[src/rtl/alu_pkg.sv]
// Shared constants and types for the ALU issue unit and its register file.
// Latency: n/a (types only).
// Backpressure: n/a (types only).
package alu_pkg;

  localparam int DATA_W = 16;
  localparam int OP_W   = 3;
  localparam int NREG   = 8;
  localparam int REG_AW = $clog2(NREG);

  typedef enum logic [1:0] {
    IDLE = 2'd0,
    EXEC = 2'd1,
    RESP = 2'd2
  } state_e;

  typedef struct packed {
    logic [OP_W-1:0]   op;
    logic              cin;
    logic [REG_AW-1:0] rd;
    logic [REG_AW-1:0] ra;
    logic [REG_AW-1:0] rb;
    logic              imm_sel;
    logic [DATA_W-1:0] imm;
  } alu_req_t;

endpackage

[src/rtl/alu_regfile.sv]
// Purpose: NREG x DATA_W register file, two operand read ports, one debug read, one write.
// Latency: reads combinational; write visible the cycle after the write edge.
// Backpressure: none; always accepts a write when i_we is high.
// Ports: clk/rst (async active-high clear), i_ra_addr/o_ra_data, i_rb_addr/o_rb_data,
//        i_dbg_addr/o_dbg_data, i_we/i_wa/i_wd write port.
module alu_regfile
  import alu_pkg::*;
(
  input  logic              clk,
  input  logic              rst,
  input  logic [REG_AW-1:0] i_ra_addr,
  output logic [DATA_W-1:0] o_ra_data,
  input  logic [REG_AW-1:0] i_rb_addr,
  output logic [DATA_W-1:0] o_rb_data,
  input  logic [REG_AW-1:0] i_dbg_addr,
  output logic [DATA_W-1:0] o_dbg_data,
  input  logic              i_we,
  input  logic [REG_AW-1:0] i_wa,
  input  logic [DATA_W-1:0] i_wd
);

  logic [DATA_W-1:0] r_mem [NREG];

  always_ff @(posedge clk or posedge rst) begin
    if (rst) begin
      for (int i = 0; i < NREG; i++) begin
        r_mem[i] <= '0;
      end
    end else if (i_we) begin
      r_mem[i_wa] <= i_wd;
    end
  end

  assign o_ra_data  = r_mem[i_ra_addr];
  assign o_rb_data  = r_mem[i_rb_addr];
  assign o_dbg_data = r_mem[i_dbg_addr];

endmodule

[src/rtl/alu_issue_unit.sv]
// Purpose: issues one request at a time to an external combinational ALU, writes W back, returns a response.
// Latency: handshake seen in cycle N -> rsp_valid in cycle N+2; at most one op every 3 cycles.
// Backpressure: req_ready only in IDLE; response held in RESP until rsp_ready.
// Ports: req_* request channel (valid/ready), alu_* drive/capture of the external ALU,
//        rsp_* response channel (valid/ready), dbg_addr/dbg_data combinational regfile peek.
module alu_issue_unit
  import alu_pkg::*;
(
  input  logic              clk,
  input  logic              rst,
  input  logic              req_valid,
  output logic              req_ready,
  input  logic [OP_W-1:0]   req_op,
  input  logic              req_cin,
  input  logic [REG_AW-1:0] req_rd,
  input  logic [REG_AW-1:0] req_ra,
  input  logic [REG_AW-1:0] req_rb,
  input  logic              req_imm_sel,
  input  logic [DATA_W-1:0] req_imm,
  output logic [DATA_W-1:0] alu_a,
  output logic [DATA_W-1:0] alu_b,
  output logic              alu_c,
  output logic [OP_W-1:0]   alu_opcode,
  input  logic [DATA_W-1:0] alu_w,
  input  logic              alu_zero,
  input  logic              alu_negative,
  output logic              rsp_valid,
  input  logic              rsp_ready,
  output logic [DATA_W-1:0] rsp_result,
  output logic              rsp_zero,
  output logic              rsp_negative,
  input  logic [REG_AW-1:0] dbg_addr,
  output logic [DATA_W-1:0] dbg_data
);

  alu_req_t          w_req;
  logic [DATA_W-1:0] w_ra_data;
  logic [DATA_W-1:0] w_rb_data;
  logic              w_we;

  state_e            r_state;
  logic [REG_AW-1:0] r_rd;
  logic              r_req_ready;
  logic              r_rsp_valid;
  logic [DATA_W-1:0] r_alu_a;
  logic [DATA_W-1:0] r_alu_b;
  logic              r_alu_c;
  logic [OP_W-1:0]   r_alu_opcode;
  logic [DATA_W-1:0] r_rsp_result;
  logic              r_rsp_zero;
  logic              r_rsp_negative;

  assign w_req = '{op: req_op, cin: req_cin, rd: req_rd, ra: req_ra, rb: req_rb,
                   imm_sel: req_imm_sel, imm: req_imm};

  // Writeback coincides with the response capture edge, so a following request
  // accepted from IDLE always reads the updated value.
  assign w_we = (r_state == EXEC);

  alu_regfile u_regfile (
    .clk        (clk),
    .rst        (rst),
    .i_ra_addr  (w_req.ra),
    .o_ra_data  (w_ra_data),
    .i_rb_addr  (w_req.rb),
    .o_rb_data  (w_rb_data),
    .i_dbg_addr (dbg_addr),
    .o_dbg_data (dbg_data),
    .i_we       (w_we),
    .i_wa       (r_rd),
    .i_wd       (alu_w)
  );

  always_ff @(posedge clk or posedge rst) begin
    if (rst) begin
      r_state        <= IDLE;
      r_rd           <= '0;
      r_req_ready    <= 1'b1;
      r_rsp_valid    <= 1'b0;
      r_alu_a        <= '0;
      r_alu_b        <= '0;
      r_alu_c        <= 1'b0;
      r_alu_opcode   <= '0;
      r_rsp_result   <= '0;
      r_rsp_zero     <= 1'b0;
      r_rsp_negative <= 1'b0;
    end else begin
      case (r_state)
        IDLE: begin
          if (req_valid) begin
            // Operands are sampled here, before any writeback, so rd==ra/rb is safe.
            r_alu_a      <= w_ra_data;
            r_alu_b      <= w_req.imm_sel ? w_req.imm : w_rb_data;
            r_alu_c      <= w_req.cin;
            r_alu_opcode <= w_req.op;
            r_rd         <= w_req.rd;
            r_req_ready  <= 1'b0;
            r_state      <= EXEC;
          end
        end
        EXEC: begin
          r_rsp_result   <= alu_w;
          r_rsp_zero     <= alu_zero;
          r_rsp_negative <= alu_negative;
          r_rsp_valid    <= 1'b1;
          r_state        <= RESP;
        end
        RESP: begin
          if (rsp_ready) begin
            r_rsp_valid <= 1'b0;
            r_req_ready <= 1'b1;
            r_state     <= IDLE;
          end
        end
        default: begin
          r_rsp_valid <= 1'b0;
          r_req_ready <= 1'b1;
          r_state     <= IDLE;
        end
      endcase
    end
  end

  assign req_ready    = r_req_ready;
  assign rsp_valid    = r_rsp_valid;
  assign alu_a        = r_alu_a;
  assign alu_b        = r_alu_b;
  assign alu_c        = r_alu_c;
  assign alu_opcode   = r_alu_opcode;
  assign rsp_result   = r_rsp_result;
  assign rsp_zero     = r_rsp_zero;
  assign rsp_negative = r_rsp_negative;

endmodule

[config.mk]
export PLATFORM = sky130hd
export DESIGN_NAME = alu_issue_unit
export DESIGN_NICKNAME = d
export VERILOG_FILES = /design/src/rtl/alu_pkg.sv /design/src/rtl/alu_regfile.sv /design/src/rtl/alu_issue_unit.sv
export SDC_FILE = /design/constraint.sdc
export NUM_CORES = 1
export LEC_CHECK = 0
export CORE_ASPECT_RATIO = 0.5
export CORE_MARGIN = 2
export CORE_UTILIZATION = 30
export CTS_BUF_LIST = sky130_fd_sc_hd__clkbuf_16
export DETAILED_ROUTE_END_ITERATION = 7
export PLACE_DENSITY = 0.54
export SETUP_SLACK_MARGIN = 0.15
export SLEW_MARGIN = 20
export SYNTH_ARGS = -nofsm -noshare
export SYNTH_HDL_FRONTEND = slang
export SYNTH_SLANG_ARGS = --single-unit
[constraint.sdc]
create_clock -name clk -period 17.5 [get_ports clk]
set_clock_uncertainty 0.15 [all_clocks]
set_input_delay 3.5 -clock clk [delete_from_list [all_inputs] [get_ports clk]]
set_output_delay 3.5 -clock clk [all_outputs]
set_load 0.005 [all_outputs]
# Word-level counts from Yosys, hierarchy flattened
# Index checks and enable logic that the tools add are counted.
[totals]
rom_bits = 0
inputBits = 55
out_inout_bits = 72
latchBits = 0
wordCells = 61
ff_bits = 189
n_memories = 0
ram_bits = 0
[op_classes]
bitwise_logic = 6
magnitude_cmp = 5
mux = 21
reduce_logical = 6
eq_ne = 4
div = 0
n_shift = 0
multipliers = 0
add_sub_neg = 0
[op_table]
columns = ["cell", "count"]
rows = [
  ["$bmux W16 S3", 3],
  ["$bwmux W128", 1],
  ["$mux W16", 8],
  ["$demux W16 S3", 1],
  ["$ge A4 B4 Y1 const B", 4],
  ["$not A3 Y4", 4],
  ["$pmux W1 S3", 2],
  ["$pmux W2 S3", 1],
  ["$reduce_and A2 Y1", 3],
  ["$lt A4 B1 Y1 const B", 1],
  ["$mux W2", 2],
  ["$ne A2 B2 Y1 const B", 2],
  ["$mux W1", 3],
  ["$reduce_and A3 Y1", 1],
  ["$eq A2 B1 Y1 const B", 1],
  ["$eq A2 B2 Y1 const B", 1],
  ["$logic_not A2 Y1", 1],
  ["$not A1 Y1", 2],
  ["$logic_and A1 B1 Y1", 1],
]

# Longest topological paths before layout
[depth]
depth_word = 6
mapped_depth = 7
ltp_nobuf = 4

# Cells and area by module
# From an unflattened synthesis, not the netlist that was laid out.
[unflattened]
cells_unflattened = 625
hier_area_um2 = 10505.1
[modules_own_cells]
columns = ["mod", "area_per_inst_um2", "cells_each", "instances", "seq_area_each_um2"]
rows = [
  ["alu_regfile", 8049.0, 454, 1, 3203.1],
  ["alu_issue_unit", 2456.1, 171, 1, 1527.7],
]

# Worst setup path after synthesis
# Ideal clock, no wire load.
[synth_timing]
path_kind = "input to output"
start = "input port dbg_addr[0]"
end = "output port dbg_data[0]"
path_buffers = 2
required_time_ns = 13.850
arrival_ns = 4.810
cell_stages = 4
setup_slack_ns = 9.040
cell_sequence = "clkbuf_1 -> buf_2 -> mux4_2 -> mux2_2"
[synth_via]
elab_chain_len = 4
[synth_rtl]
columns = ["element", "line", "rtl"]
rows = [
  ["start, declared", "alu_issue_unit.sv:32", "input logic [REG_AW-1:0] dbg_addr,"],
  ["$not A3 Y4 (not written as such)", "alu_regfile.sv:36", "assign o_dbg_data = r_mem[i_dbg_addr];"],
  ["$bmux W16 S3", "alu_regfile.sv:36", ""],
  ["$mux W16 (not written as such) (2 in a row)", "alu_regfile.sv:36", ""],
  ["end, declared", "alu_issue_unit.sv:33", "output logic [DATA_W-1:0] dbg_data"],
]
# No other way between the ends. The select of a mux whose other input is x is not followed.

# Worst setup path after layout
[layout_timing]
start = "input port dbg_addr[1]"
end = "output port dbg_data[2]"
# The elaborated chain is that of the path after synthesis.

==> flow_metrics.tcl <==
set metrics [dict create \
    status "completed" \
    antenna_found_initial 0 \
    timing.final.max_slew_violations 0 \
    synth_edf_count 0 \
    ios 127 \
    cp-start-kind "input port" \
    critPathCaptureType "primary output" \
    cts_inserted_buffers 17 \
    p_per_area_nw_per_um2 168 \
    ys.flop_type "dfrtp_1" \
    nets 929 \
    grt_first_pass_wirelength_microns 48100 \
    rsz0062_at_grt "no" \
    antenna_cells 0 \
    cts-hold-fix-buffers 0 \
    core_area_sq_um 33300 \
    cts-htree-levels 4 \
    overflow 0 \
    setup_violations 0 \
    clockRootBuffer "clkbuf_16" \
    area_growth_pct 22.5 \
    grt_max_degree 135 \
    vias 7165 \
    synthArstFlopShare_pct 100 \
    grt.total_usage_pct 18.1 \
    ant_nets 0 \
    irDropWorstVdd_mv 0.0700 \
    routedWlPerCell_microns 24.0 \
    maxUsedRoutingLayer "met4" \
    final_util_pct 37.7 \
    place_area_sq_um 11900 \
    place_ws_ps 8260 \
    vias_per_cell 5.40 \
    clockBufferDepth 2 \
    dieArea_sq_um 35800 \
    layout.cells.non_filler 1326 \
    io_buffers 126 \
    drc 0 \
    yosysSeqAreaShare_pct 46.1 \
    syn_nets 823 \
    initial_core_util_pct 30.8 \
    synth.distinct_cells 41 \
    worstSetupPathType "in -> out" \
    dieWidth_microns 265 \
    cts.sinks 189 \
    place_congestion 0.793 \
    holdWs_ps 324 \
    grt_pass1_vias 7454 \
    met1_length_microns 14200 \
    routed_wl_microns 31900 \
    ys_ff_latch 189 \
    avgSynthCellArea_sq_um 13.4 \
    clock_latency_ps 440 \
    dp_cells 1296 \
    tns_ps 0 \
    drv_cap 0 \
    yosysWarnings 0 \
    drt-initial-drc-count 614 \
    hp-class "reg -> reg" \
    route.met3.wl_microns 1340 \
    path_max_fanout 32 \
    dpl.hpwl_microns 19500 \
    finalInstanceArea_sq_um 12600 \
    syn_inst 768 \
    cts_tree "built" \
    clk_pin_slew_ps 70 \
    finalCriticalPeriod_ps 9230 \
    fillCellCount 3149 \
    tightestPinTransition_ps 1160 \
    finalHoldViolations 0 \
    cp.required_ps 13850 \
    cp.arrival_ps 5580 \
    fin_total_pwr_mw 2.11 \
    fmax_mhz 108 \
    drive_gt1_share_pct 35.5 \
    postCtsSetupBuffers 0 \
    placementRows 47 \
    relSlewSlack_pct 22.7 \
    dr_wl_met2_microns 15700 \
    syn_area_sq_um 10300 \
    post_cts_resized 0 \
    min_period_over_period_pct 52.7 \
    setup_ws_ps 8270 \
    die-height_microns 135 \
    firstDrtPassIters 5 \
    p_leak_nw 5.23 \
]
==> worst paths after layout <==
kind,startpoint,to,slack [ps],depth (start not counted)
min in group asynchronous,rst,u_regfile.r_mem[49]$_DFFE_PP0P_,3520,2
hold reg to reg,alu_opcode[2]$_DFFE_PP0P_,alu_opcode[2]$_DFFE_PP0P_,320,2
setup / recovery,dbg_addr[1],dbg_data[2],8270,5
setup reg to reg,r_state[0]$_DFFE_PP0P_,alu_b[13]$_DFFE_PP0P_,14880,5
max in group asynchronous,rst,alu_opcode[1]$_DFFE_PP0P_,12390,3
hold / removal,alu_opcode[2]$_DFFE_PP0P_,alu_opcode[2]$_DFFE_PP0P_,320,2
==> kinds of logic after synthesis <==
family / Yosys count / synth area share (%)
flops: 189 / 46.1
buf+inv: 61 / 2.85
simple gates: 89 / 4.83
compound gates: 106 / 7.76
mux: 323 / 38.4
==> critical path, cell delays in order <==
cell	delay (ps)
clkdlybuf4s50_1	450
buf_4	460
mux4_2	390
mux2_2	280
clkdlybuf4s50_1	490
==> power by group <==
group	internal [mW]	switching [mW]
clock network	0.251	0.175
registers	0.655	0.214
logic	0.524	0.290
==> synthesized netlist by cell type, drive strengths merged (2+ instances only) <==
library cell / instances / area (sq um)
mux2: 215 / 2460
dfrtp: 188 / 4700
mux2i: 76 / 761
nand2: 42 / 158
buf: 36 / 199
mux4: 32 / 721
o22ai: 31 / 194
clkbuf: 23 / 86.3
o31ai: 23 / 173
a22o: 16 / 140
nand3b: 9 / 67.6
nor2b: 9 / 56.3
o21ai: 8 / 40.0
o221a: 8 / 90.1
o221ai: 8 / 70.1
a211oi: 7 / 52.6
and2: 7 / 43.8
nand2b: 7 / 51.3
nor2: 4 / 15.0
inv: 2 / 7.51
nor3: 2 / 15.0
nor3b: 2 / 25.0
o22a: 2 / 17.5
or4b: 2 / 20.0
==> routing by layer <==
layer	vias to the layer above	track usage, %
met3	35	3.34
met2	168	30.5
met1	3810	23.7
li1	3152	-
met4	0	5.52
met5	-	0
==> sequential cells by signal, indices dropped and copies added, names as in the netlist <==
register / count
u_regfile.r_mem: 128
alu_a: 16
alu_b: 16
rsp_result: 16
alu_opcode: 3
r_rd: 3
r_state: 2
alu_c: 1
req_ready: 1
rsp_negative: 1
rsp_valid: 1
rsp_zero: 1
==> cells in the final DEF, fill, tap and decap left out, drive strengths merged, types with 4 or more instances in the layout <==
cell             n
mux2           215
dfrtp          188
clkdlybuf4s50  123
mux2i           76
nand2           42
mux4            32
o22ai           31
o31ai           23
buf             23
clkbuf          17
a22o            16
nand3b           9
nor2b            9
o221ai           8
o21ai            8
o221a            8
a211oi           7
and2             7
nand2b           7
bufinv           5
nor2             4
inv              4
==> final cells by class <==
| class | count | area (sq um) | share of cell area [%] |
|---|---|---|---|
| clock buffer | 17 | 425 | 3.39 |
| clock inverter | 13 | 201 | 1.60 |
| inverter | 2 | 15.0 | 0.120 |
| multi-input combinational | 518 | 5240 | 41.7 |
| sequential | 189 | 4730 | 37.7 |
| tap | 441 | 552 | 4.39 |
| timing repair buffer | 146 | 1400 | 11.1 |
(Power assumes the default switching activity.)
